$ cat config.mk
export PLATFORM = sky130hd
export DESIGN_NAME = opb_register_bank_ppc2simulink
export DESIGN_NICKNAME = d
export VERILOG_FILES = /design/src/rtl/opb_regbank_pkg.sv /design/src/rtl/opb_regbank_decode.sv /design/src/rtl/opb_register_bank_ppc2simulink.sv
export SDC_FILE = /design/constraint.sdc
export NUM_CORES = 1
export LEC_CHECK = 0
export CAP_MARGIN = 30
export CELL_PAD_IN_SITES_DETAIL_PLACEMENT = 0
export CELL_PAD_IN_SITES_GLOBAL_PLACEMENT = 1
export CORE_MARGIN = 2
export CORE_UTILIZATION = 26
export DETAILED_ROUTE_END_ITERATION = 12
export GPL_ROUTABILITY_DRIVEN = 0
export HOLD_SLACK_MARGIN = 0.1
export PLACE_DENSITY_LB_ADDON = 0.1
export SLEW_MARGIN = 40
export SYNTH_ARGS = -nofsm -noshare
export SYNTH_HDL_FRONTEND = slang
export SYNTH_SLANG_ARGS = --single-unit
$ cat constraint.sdc
create_clock -name OPB_Clk -period 3.6 [get_ports OPB_Clk]
set_clock_uncertainty 0.05 [all_clocks]
set_input_delay 0.36 -clock OPB_Clk [delete_from_list [all_inputs] [get_ports OPB_Clk]]
set_output_delay 0.36 -clock OPB_Clk [all_outputs]
set_load 0.01 [all_outputs]
$ cat src/rtl/opb_regbank_pkg.sv
// Shared types and helpers for the OPB register bank: FSM states,
// offset width and OPB (ascending, MSB-first) to word lane mapping.
package opb_regbank_pkg;

   typedef enum logic {
      IDLE = 1'b0,
      ACK  = 1'b1
   } state_t;

   typedef logic [31:0] word_t;

   // Wide enough for any legal C_NUM_REGS (1..64) plus the commit offset.
   localparam int unsigned MAX_NUM_REGS = 64;
   localparam int unsigned OFF_W        = $clog2(MAX_NUM_REGS + 1);

   // OPB bit k is word bit 31-k; the ascending range already carries that order.
   function automatic word_t opb_to_word(input logic [0:31] v);
      return v;
   endfunction

   function automatic logic [0:31] word_to_opb(input word_t w);
      return w;
   endfunction

   // BE[0] covers word bits [31:24], BE[3] covers [7:0].
   function automatic word_t be_to_mask(input logic [0:3] be);
      return {{8{be[0]}}, {8{be[1]}}, {8{be[2]}}, {8{be[3]}}};
   endfunction

endpackage

$ cat src/rtl/opb_regbank_decode.sv
// Combinational window decode: hit, word offset (saturated past the commit
// offset so it can never alias it) and user-register in-range flag.
module opb_regbank_decode
   import opb_regbank_pkg::*;
#(
   parameter logic [31:0] C_BASEADDR = 32'hFFFF_FFFF,
   parameter logic [31:0] C_HIGHADDR = 32'h0000_0000,
   parameter int unsigned C_NUM_REGS = 8
)(
   input  logic [31:0]      addr_i,
   output logic             hit_o,
   output logic [OFF_W-1:0] off_o,
   output logic             in_range_o
);

   logic [29:0] woff;

   always_comb begin
      hit_o      = (addr_i >= C_BASEADDR) && (addr_i <= C_HIGHADDR);
      woff       = 30'((addr_i - C_BASEADDR) >> 2);
      in_range_o = hit_o && (woff < 30'(C_NUM_REGS));
      off_o      = (woff <= 30'(C_NUM_REGS)) ? woff[OFF_W-1:0] : '1;
   end

endmodule

$ cat src/rtl/opb_register_bank_ppc2simulink.sv
// OPB slave exposing C_NUM_REGS byte-writable control registers to user logic.
// Define OPB_REGBANK_SHADOW_EN for shadowed writes with an atomic commit register.
module opb_register_bank_ppc2simulink
   import opb_regbank_pkg::*;
#(
   parameter logic [31:0] C_BASEADDR   = 32'hFFFF_FFFF,
   parameter logic [31:0] C_HIGHADDR   = 32'h0000_0000,
   parameter int          C_OPB_AWIDTH = 32,
   parameter int          C_OPB_DWIDTH = 32,
   parameter int unsigned C_NUM_REGS   = 8,
   parameter logic [31:0] C_RESET_VAL  = 32'h0,
   parameter string       C_FAMILY     = "virtex5"
)(
   input  logic                      OPB_Clk,
   input  logic                      OPB_Rst,
   input  logic [0:C_OPB_AWIDTH-1]   OPB_ABus,
   input  logic [0:3]                OPB_BE,
   input  logic [0:C_OPB_DWIDTH-1]   OPB_DBus,
   input  logic                      OPB_RNW,
   input  logic                      OPB_select,
   input  logic                      OPB_seqAddr,
   output logic [0:C_OPB_DWIDTH-1]   Sl_DBus,
   output logic                      Sl_xferAck,
   output logic                      Sl_errAck,
   output logic                      Sl_retry,
   output logic                      Sl_toutSup,
   output logic [32*C_NUM_REGS-1:0]  user_data_out,
   output logic [C_NUM_REGS-1:0]     user_wr_strb
);

   localparam int unsigned IDX_W = (C_NUM_REGS > 1) ? $clog2(C_NUM_REGS) : 1;

   state_t                 state_q;
   word_t                  out_q [C_NUM_REGS];
   logic                   ack_q;
   word_t                  rdata_q, rdata_d;
   logic [C_NUM_REGS-1:0]  strb_q;
   logic                   wr_q;
   logic [IDX_W-1:0]       idx_q;
   word_t                  wdata_q, wmask_q;

   logic                   dec_hit, dec_in_range;
   logic [OFF_W-1:0]       dec_off;
   logic                   unused_seq;

`ifdef OPB_REGBANK_SHADOW_EN
   localparam logic [OFF_W-1:0] COMMIT_OFF = OFF_W'(C_NUM_REGS);
   word_t                  shadow_q [C_NUM_REGS];
   logic                   commit_q;
`endif

   assign unused_seq = OPB_seqAddr;

   opb_regbank_decode #(
      .C_BASEADDR (C_BASEADDR),
      .C_HIGHADDR (C_HIGHADDR),
      .C_NUM_REGS (C_NUM_REGS)
   ) u_decode (
      .addr_i     (opb_to_word(OPB_ABus)),
      .hit_o      (dec_hit),
      .off_o      (dec_off),
      .in_range_o (dec_in_range)
   );

   always_comb begin
      rdata_d = '0;
      if (OPB_RNW && dec_in_range) begin
`ifdef OPB_REGBANK_SHADOW_EN
         rdata_d = shadow_q[dec_off[IDX_W-1:0]];
`else
         rdata_d = out_q[dec_off[IDX_W-1:0]];
`endif
      end
   end

   // Request is captured on the IDLE->ACK edge; the write lands on the edge ending ACK.
   always_ff @(posedge OPB_Clk) begin
      if (OPB_Rst) begin
         state_q <= IDLE;
         ack_q   <= 1'b0;
         rdata_q <= '0;
         strb_q  <= '0;
         wr_q    <= 1'b0;
         idx_q   <= '0;
         wdata_q <= '0;
         wmask_q <= '0;
         for (int unsigned i = 0; i < C_NUM_REGS; i++) out_q[i] <= C_RESET_VAL;
`ifdef OPB_REGBANK_SHADOW_EN
         commit_q <= 1'b0;
         for (int unsigned i = 0; i < C_NUM_REGS; i++) shadow_q[i] <= C_RESET_VAL;
`endif
      end else begin
         ack_q   <= 1'b0;
         rdata_q <= '0;
         strb_q  <= '0;
         unique case (state_q)
            IDLE: begin
               if (OPB_select && dec_hit) begin
                  state_q <= ACK;
                  ack_q   <= 1'b1;
                  rdata_q <= rdata_d;
                  wr_q    <= !OPB_RNW && dec_in_range && (OPB_BE != '0);
                  idx_q   <= dec_off[IDX_W-1:0];
                  wdata_q <= opb_to_word(OPB_DBus);
                  wmask_q <= be_to_mask(OPB_BE);
`ifdef OPB_REGBANK_SHADOW_EN
                  commit_q <= !OPB_RNW && (dec_off == COMMIT_OFF);
`endif
               end
            end
            ACK: begin
               state_q <= IDLE;
`ifdef OPB_REGBANK_SHADOW_EN
               if (wr_q)
                  shadow_q[idx_q] <= (shadow_q[idx_q] & ~wmask_q) | (wdata_q & wmask_q);
               if (commit_q) begin
                  for (int unsigned i = 0; i < C_NUM_REGS; i++) out_q[i] <= shadow_q[i];
                  strb_q <= '1;
               end
`else
               if (wr_q) begin
                  out_q[idx_q]  <= (out_q[idx_q] & ~wmask_q) | (wdata_q & wmask_q);
                  strb_q[idx_q] <= 1'b1;
               end
`endif
            end
            default: state_q <= IDLE;
         endcase
      end
   end

   always_comb begin
      user_data_out = '0;
      for (int unsigned i = 0; i < C_NUM_REGS; i++) user_data_out[32*i +: 32] = out_q[i];
   end

   assign user_wr_strb = strb_q;
   assign Sl_xferAck   = ack_q;
   assign Sl_DBus      = word_to_opb(rdata_q);
   assign Sl_errAck    = 1'b0;
   assign Sl_retry     = 1'b0;
   assign Sl_toutSup   = 1'b0;

endmodule
==> results of run 1 <==
## sequential cells by signal, indices dropped and copies added (netlist names), named ones only
name          flops
out_q           256
Sl_DBus          32
wdata_q          32
user_wr_strb      8
wmask_q           4
idx_q             3
state_q           1
wr_q              1
## tightest hold or removal path: stages
cell and delay, ns:
buf_2 0.12, buf_4 0.20, nor2_1 0.10
## final timing paths
kind	startpoint	endpoint	slack, ns	cells after the start
worst max register to register	state_q$_SDFF_PP0_	out_q[2][14]$_SDFFCE_PN0P_	1.13	5
worst min register to register	wdata_q[21]$_SDFFE_PP0P_	wdata_q[21]$_SDFFE_PP0P_	0.42	1
worst max-delay path	state_q$_SDFF_PP0_	out_q[2][14]$_SDFFCE_PN0P_	1.13	5
worst min-delay path	OPB_Rst	wmask_q[23]$_SDFFE_PP0P_	0.22	3
## where the power goes
group	internal, mW	switching [mW]
Sequential	4.38	0.115
Combinational	0.376	0.351
Clock	2.30	1.68
## layout make-up
| class | instances | area, sq um |
|---|---|---|
| clock buffers | 61 | 1190 |
| clock inverters | 14 | 72.6 |
| fillers | 5332 | 35200 |
| inverters | 12 | 45.0 |
| multi-input cells | 559 | 4810 |
| flip-flops and latches | 340 | 9380 |
| well taps | 748 | 936 |
| repair buffers | 328 | 3320 |
## routing by layer
metal	up-vias	GRT usage	wire length (um)
li1	4515	-	-
met2	419	0.312	26800
met4	2	0.0547	1280
met3	82	0.0415	3630
met5	-	0	13
met1	5307	0.264	24800
## per-stage QoR
step	std cells	setup slack (ns)	hold slack, ns
floorplan	983	1.37	0.388
global placement	1987	0.955	0.404
detailed placement	1987	0.975	0.406
CTS	2062	1.12	0.178
global route	2062	1.01	0.225
finish	2062	1.13	0.223
## logic make-up (layout without fill, tap and decap cells)
family          Yosys count  in the layout  share of synthesized area
compound gates          256            256                      0.111
mux                      96             96                      0.150
other cells               1             36                   0.000260
flops                   340            340                      0.651
buf+inv                  84            415                     0.0284
simple gates            171            171                     0.0599
## placed cells by master (no fill, tap or decap), drive strengths merged
master / count
clkbuf: 61
nor2: 21
inv: 14
o22ai: 220
buf: 31
and4b: 1
nand3: 52
clkinvlp: 1
mux4: 64
conb: 36
mux2i: 32
edfxtp: 256
nand2b: 17
nand2: 40
and4bb: 1
clkinv: 11
nor2b: 38
dfxtp: 84
a211oi: 16
a21oi: 20
and2: 1
clkdlybuf4s50: 297
==> flow_metrics.tcl, run 1 <==
set metrics [dict create \
    status "complete, no violations" \
    synthTopCellsByCount "edfxtp_1 (256), o22ai_1 (220), dfxtp_1 (84), mux4_2 (64), nand3_1 (52)" \
    cts_tree "done" \
    synthFlopType "edfxtp_1" \
    layout-drive-gt1-share 0.157 \
    die_h_um 239 \
    ctsResizeCount 0 \
    cts_buffer_depth 3 \
    synth_top_area_cell "edfxtp_1" \
    hold_viol 0 \
    htreeDepth 2 \
    synth_most_common_cell "edfxtp_1" \
    wl_per_cell_um 27.4 \
    max_freq_ghz 0.405 \
    crit_buf_inv 2 \
    ys_seq_area_frac 0.651 \
    syn_to_final_growth_pct 37.1 \
    setup_tns_ns 0 \
    worst_hold_path_type "in2reg" \
    drt_first_pass_iters 5 \
    vias 10300 \
    io_buffers 298 \
    rows 86 \
    slowest_stage "nand2b_2" \
    drc 0 \
    arrival_ns 2.67 \
    synth_cell_types 22 \
    num_io_pins 373 \
    vdd_drop_max_mv 0.339 \
    final_util 0.359 \
    grt_max_degree 35 \
    powerDensity_mw_per_mm2 465 \
    slew_headroom 0.479 \
    syn_inst 948 \
    start_util 0.262 \
    drt-initial-drc-count 827 \
    cts_hold_buf 0 \
    post-route-min-period_ns 2.47 \
    worst_ep_required_time_ns 3.80 \
    finalSetupViolCount 0 \
    grt_pass1_wl_um 78300 \
    crit_fanout 20 \
    postCtsSetupBuffers 0 \
    dpl.hpwl_um 35400 \
    crit_path_start_kind "register" \
    diodes 0 \
    cp_slowest_stage_delay_ns 0.49 \
    viasPerCell 5.01 \
    worstSkewPairLatency_ns 0.56 \
    path_delay_family "simple AND/OR/NAND/NOR gates" \
    period_share 0.686 \
    die-width_um 239 \
    clk_pin_slew_worst_paths_ns 0.06 \
    drv_slew 0 \
    cts.sinks 340 \
    avgSynthCellArea_sq_um 15.2 \
    path_class "reg2reg" \
    p_leak_nw 6.23 \
    grt_pass1_vias 10400 \
    yosysTopAreaCellShare 0.534 \
    cts_buffers 41 \
    yosys-top-cells-area "edfxtp_1 (53%), dfxtp_1 (12%), mux4_2 (10%)" \
    syn_area_sq_mm 0.0144 \
    rsz0062_at_grt "false" \
    path_cells "and4bb_2 > buf_4 > nand2_2 > nand2b_2 > buf_12" \
    synthArstFlopShare 0 \
    antenna_found_initial 1 \
    core_sq_mm 0.0550 \
    synth_edf_count 256 \
    drtAntennaViolNets 0 \
    ys_seq_elements 340 \
    crit_path_end_kind "register" \
    maxCapViolCount 0 \
    grt_usage 0.194 \
    synth_warnings 0 \
    tightestPinTransition_ns 0.781 \
    p_total_mw 9.19 \
    placed_cell_area_sq_mm 0.0185 \
    wl_um 56500 \
    die_area_sq_mm 0.0573 \
    fin_area_sq_mm 0.0198 \
    nets 1355 \
    grt_overflow_total 0 \
    root_buffer "clkbuf_16" \
]
No activity file was read; power rests on OpenSTA's default activity.
==> inputs of run 2 (changes only) <==
==> constraint.sdc (replaced) <==
create_clock -name OPB_Clk -period 2 [get_ports OPB_Clk]
set_clock_uncertainty 0.05 [all_clocks]
set_input_delay 0.2 -clock OPB_Clk [delete_from_list [all_inputs] [get_ports OPB_Clk]]
set_output_delay 0.2 -clock OPB_Clk [all_outputs]
set_load 0.01 [all_outputs]
==> flow_metrics.tcl, run 2 (synthesized netlist as in run 1, its figures left out) <==
set metrics [dict create \
    grt_usage 0.195 \
    p_total_mw 17.5 \
    violations "negative setup slack" \
    grt_pass1_vias 11000 \
    hp-start "wdata_q[10]$_SDFFE_PP0P_" \
    cts.sinks 340 \
    finalSetupViolCount 7 \
    die_area_sq_mm 0.0573 \
    fin_area_sq_mm 0.0210 \
    io_buffers 298 \
    grt_overflow_total 0 \
    arrival_ns 2.26 \
    core_sq_mm 0.0550 \
    vdd_drop_max_mv 0.587 \
    final_common_cell "clkdlybuf4s50_1" \
    crit_path_start_kind "register" \
    die-width_um 239 \
    maxCapViolCount 0 \
    worst_hold_path_type "reg2reg" \
    layout-drive-gt1-share 0.225 \
    rsz0062_at_grt "true" \
    path_cells "buf_12 > buf_16 > mux4_2 > mux2i_4 > o22ai_1" \
    num_io_pins 373 \
    drt_first_pass_iters 5 \
    htreeDepth 2 \
    syn_to_final_growth_pct 46.0 \
    path_class "reg2reg" \
    dpl.hpwl_um 38600 \
    grt_max_degree 31 \
    post-route-min-period_ns 2.02 \
    cts_tree "done" \
    wl_um 57700 \
    rows 86 \
    placed_cell_area_sq_mm 0.0192 \
    root_buffer "clkbuf_16" \
    max_freq_ghz 0.494 \
    fin_ws_ns -0.0235 \
    period_share 1.01 \
    regMostFlops "out_q" \
    crit_path_end_kind "register" \
    vias 10700 \
    grt_pass1_wl_um 79900 \
    final_cell_mix "clkdlybuf4s50_1 (297), edfxtp_1 (256), o22ai_1 (209)" \
    nets 1446 \
    wl_per_cell_um 26.8 \
    worst_ep_required_time_ns 2.24 \
    drc 0 \
    antenna_found_initial 0 \
    powerDensity_mw_per_mm2 832 \
    slowest_stage "mux4_2" \
    cts_buffers 42 \
    ff2ff_setup_slack_ns -0.02 \
    crit_fanout 11 \
    drv_slew 0 \
    largest_reg_flops 256 \
    drtAntennaViolNets 0 \
    diodes 0 \
    p_leak_nw 6.83 \
    status "finished with violations" \
    start_util 0.262 \
    hold_viol 0 \
    fillers 5273 \
    slew_headroom 0.624 \
    drt-initial-drc-count 879 \
    cts_buffer_depth 3 \
    viasPerCell 4.95 \
    die_h_um 239 \
    cp_slowest_stage_delay_ns 0.56 \
    tightestPinTransition_ns 0.563 \
    worstSkewPairLatency_ns 0.57 \
    clk_pin_slew_worst_paths_ns 0.06 \
]
## run 2: cell types whose count changed in the layout (fill, tap and decap cells not counted), moves of 3 or more
cell / before / now
buf_16: 0 / 3
bufinv_16: 0 / 6
a211oi_2: 0 / 3
clkbuf_16: 44 / 48
o22ai_1: 220 / 209
buf_12: 9 / 25
buf_4: 21 / 87
o22ai_2: 0 / 11
a211oi_1: 16 / 13
## run 2: per-layer routing
layer	global-route usage	vias to the layer above	routed length (um)
met4	0.0449	0	983
li1	-	4693	-
met1	0.264	5546	25500
met5	0	-	0
met3	0.0406	68	3260
met2	0.322	366	28000
## run 2: critical path: cells and delay by family, from the launching register on
family / cells / cell delay [ns]
AOI/OAI and AO/OA: 1 / 0.14
buffers and inverters: 2 / 0.31
DFF: 1 / 0.37
muxes: 2 / 0.86
## run 2: worst paths after layout
check / endpoint / depth (start not counted)
worst max-delay path: out_q[7][7]$_SDFFCE_PN0P_ / 5
worst max register to register: out_q[7][7]$_SDFFCE_PN0P_ / 5
worst min register to register: wdata_q[10]$_SDFFE_PP0P_ / 1
worst min-delay path: wdata_q[10]$_SDFFE_PP0P_ / 1
## run 2: timing repair
item	in CTS	in global routing
hold buffers	1	0
endpoints found under the setup margin	32	166
setup buffers	1	7
pin swaps	1	7
resized for setup	2	24
gates cloned	0	3
hold endpoints to repair	19	0
## run 2: metrics by stage
step | setup TNS, ns | utilization | worst slack, ns | cells | hold slack [ns]
2_1_floorplan | 0 | - | 0.149 | 983 | 0.388
3_3_place_gp | -0.739 | 0.350 | -0.0485 | 2065 | 0.405
3_5_place_dp | -0.697 | 0.350 | -0.0510 | 2065 | 0.407
4_1_cts | 0 | 0.377 | 0.00218 | 2145 | 0.418
5_1_grt | -5.85 | 0.382 | -0.0665 | 2155 | 0.425
6_report | -0.0582 | 0.382 | -0.0235 | 2155 | 0.419
## run 2: layout make-up
type	instances	area (sq um)	share of cell area
Tap cell	748	936	0.0445
Clock buffer	59	1200	0.0570
Inverter	12	45.0	0.00214
Multi-Input combinational cell	559	4910	0.233
Timing Repair Buffer	418	4310	0.205
Sequential cell	340	9380	0.446
Clock inverter	19	246	0.0117
## run 2: where the power goes
part	switching, mW	total [mW]	internal (mW)
Clock	3.10	8.05	4.95
Combinational	0.644	1.36	0.719
Sequential	0.206	8.08	7.87
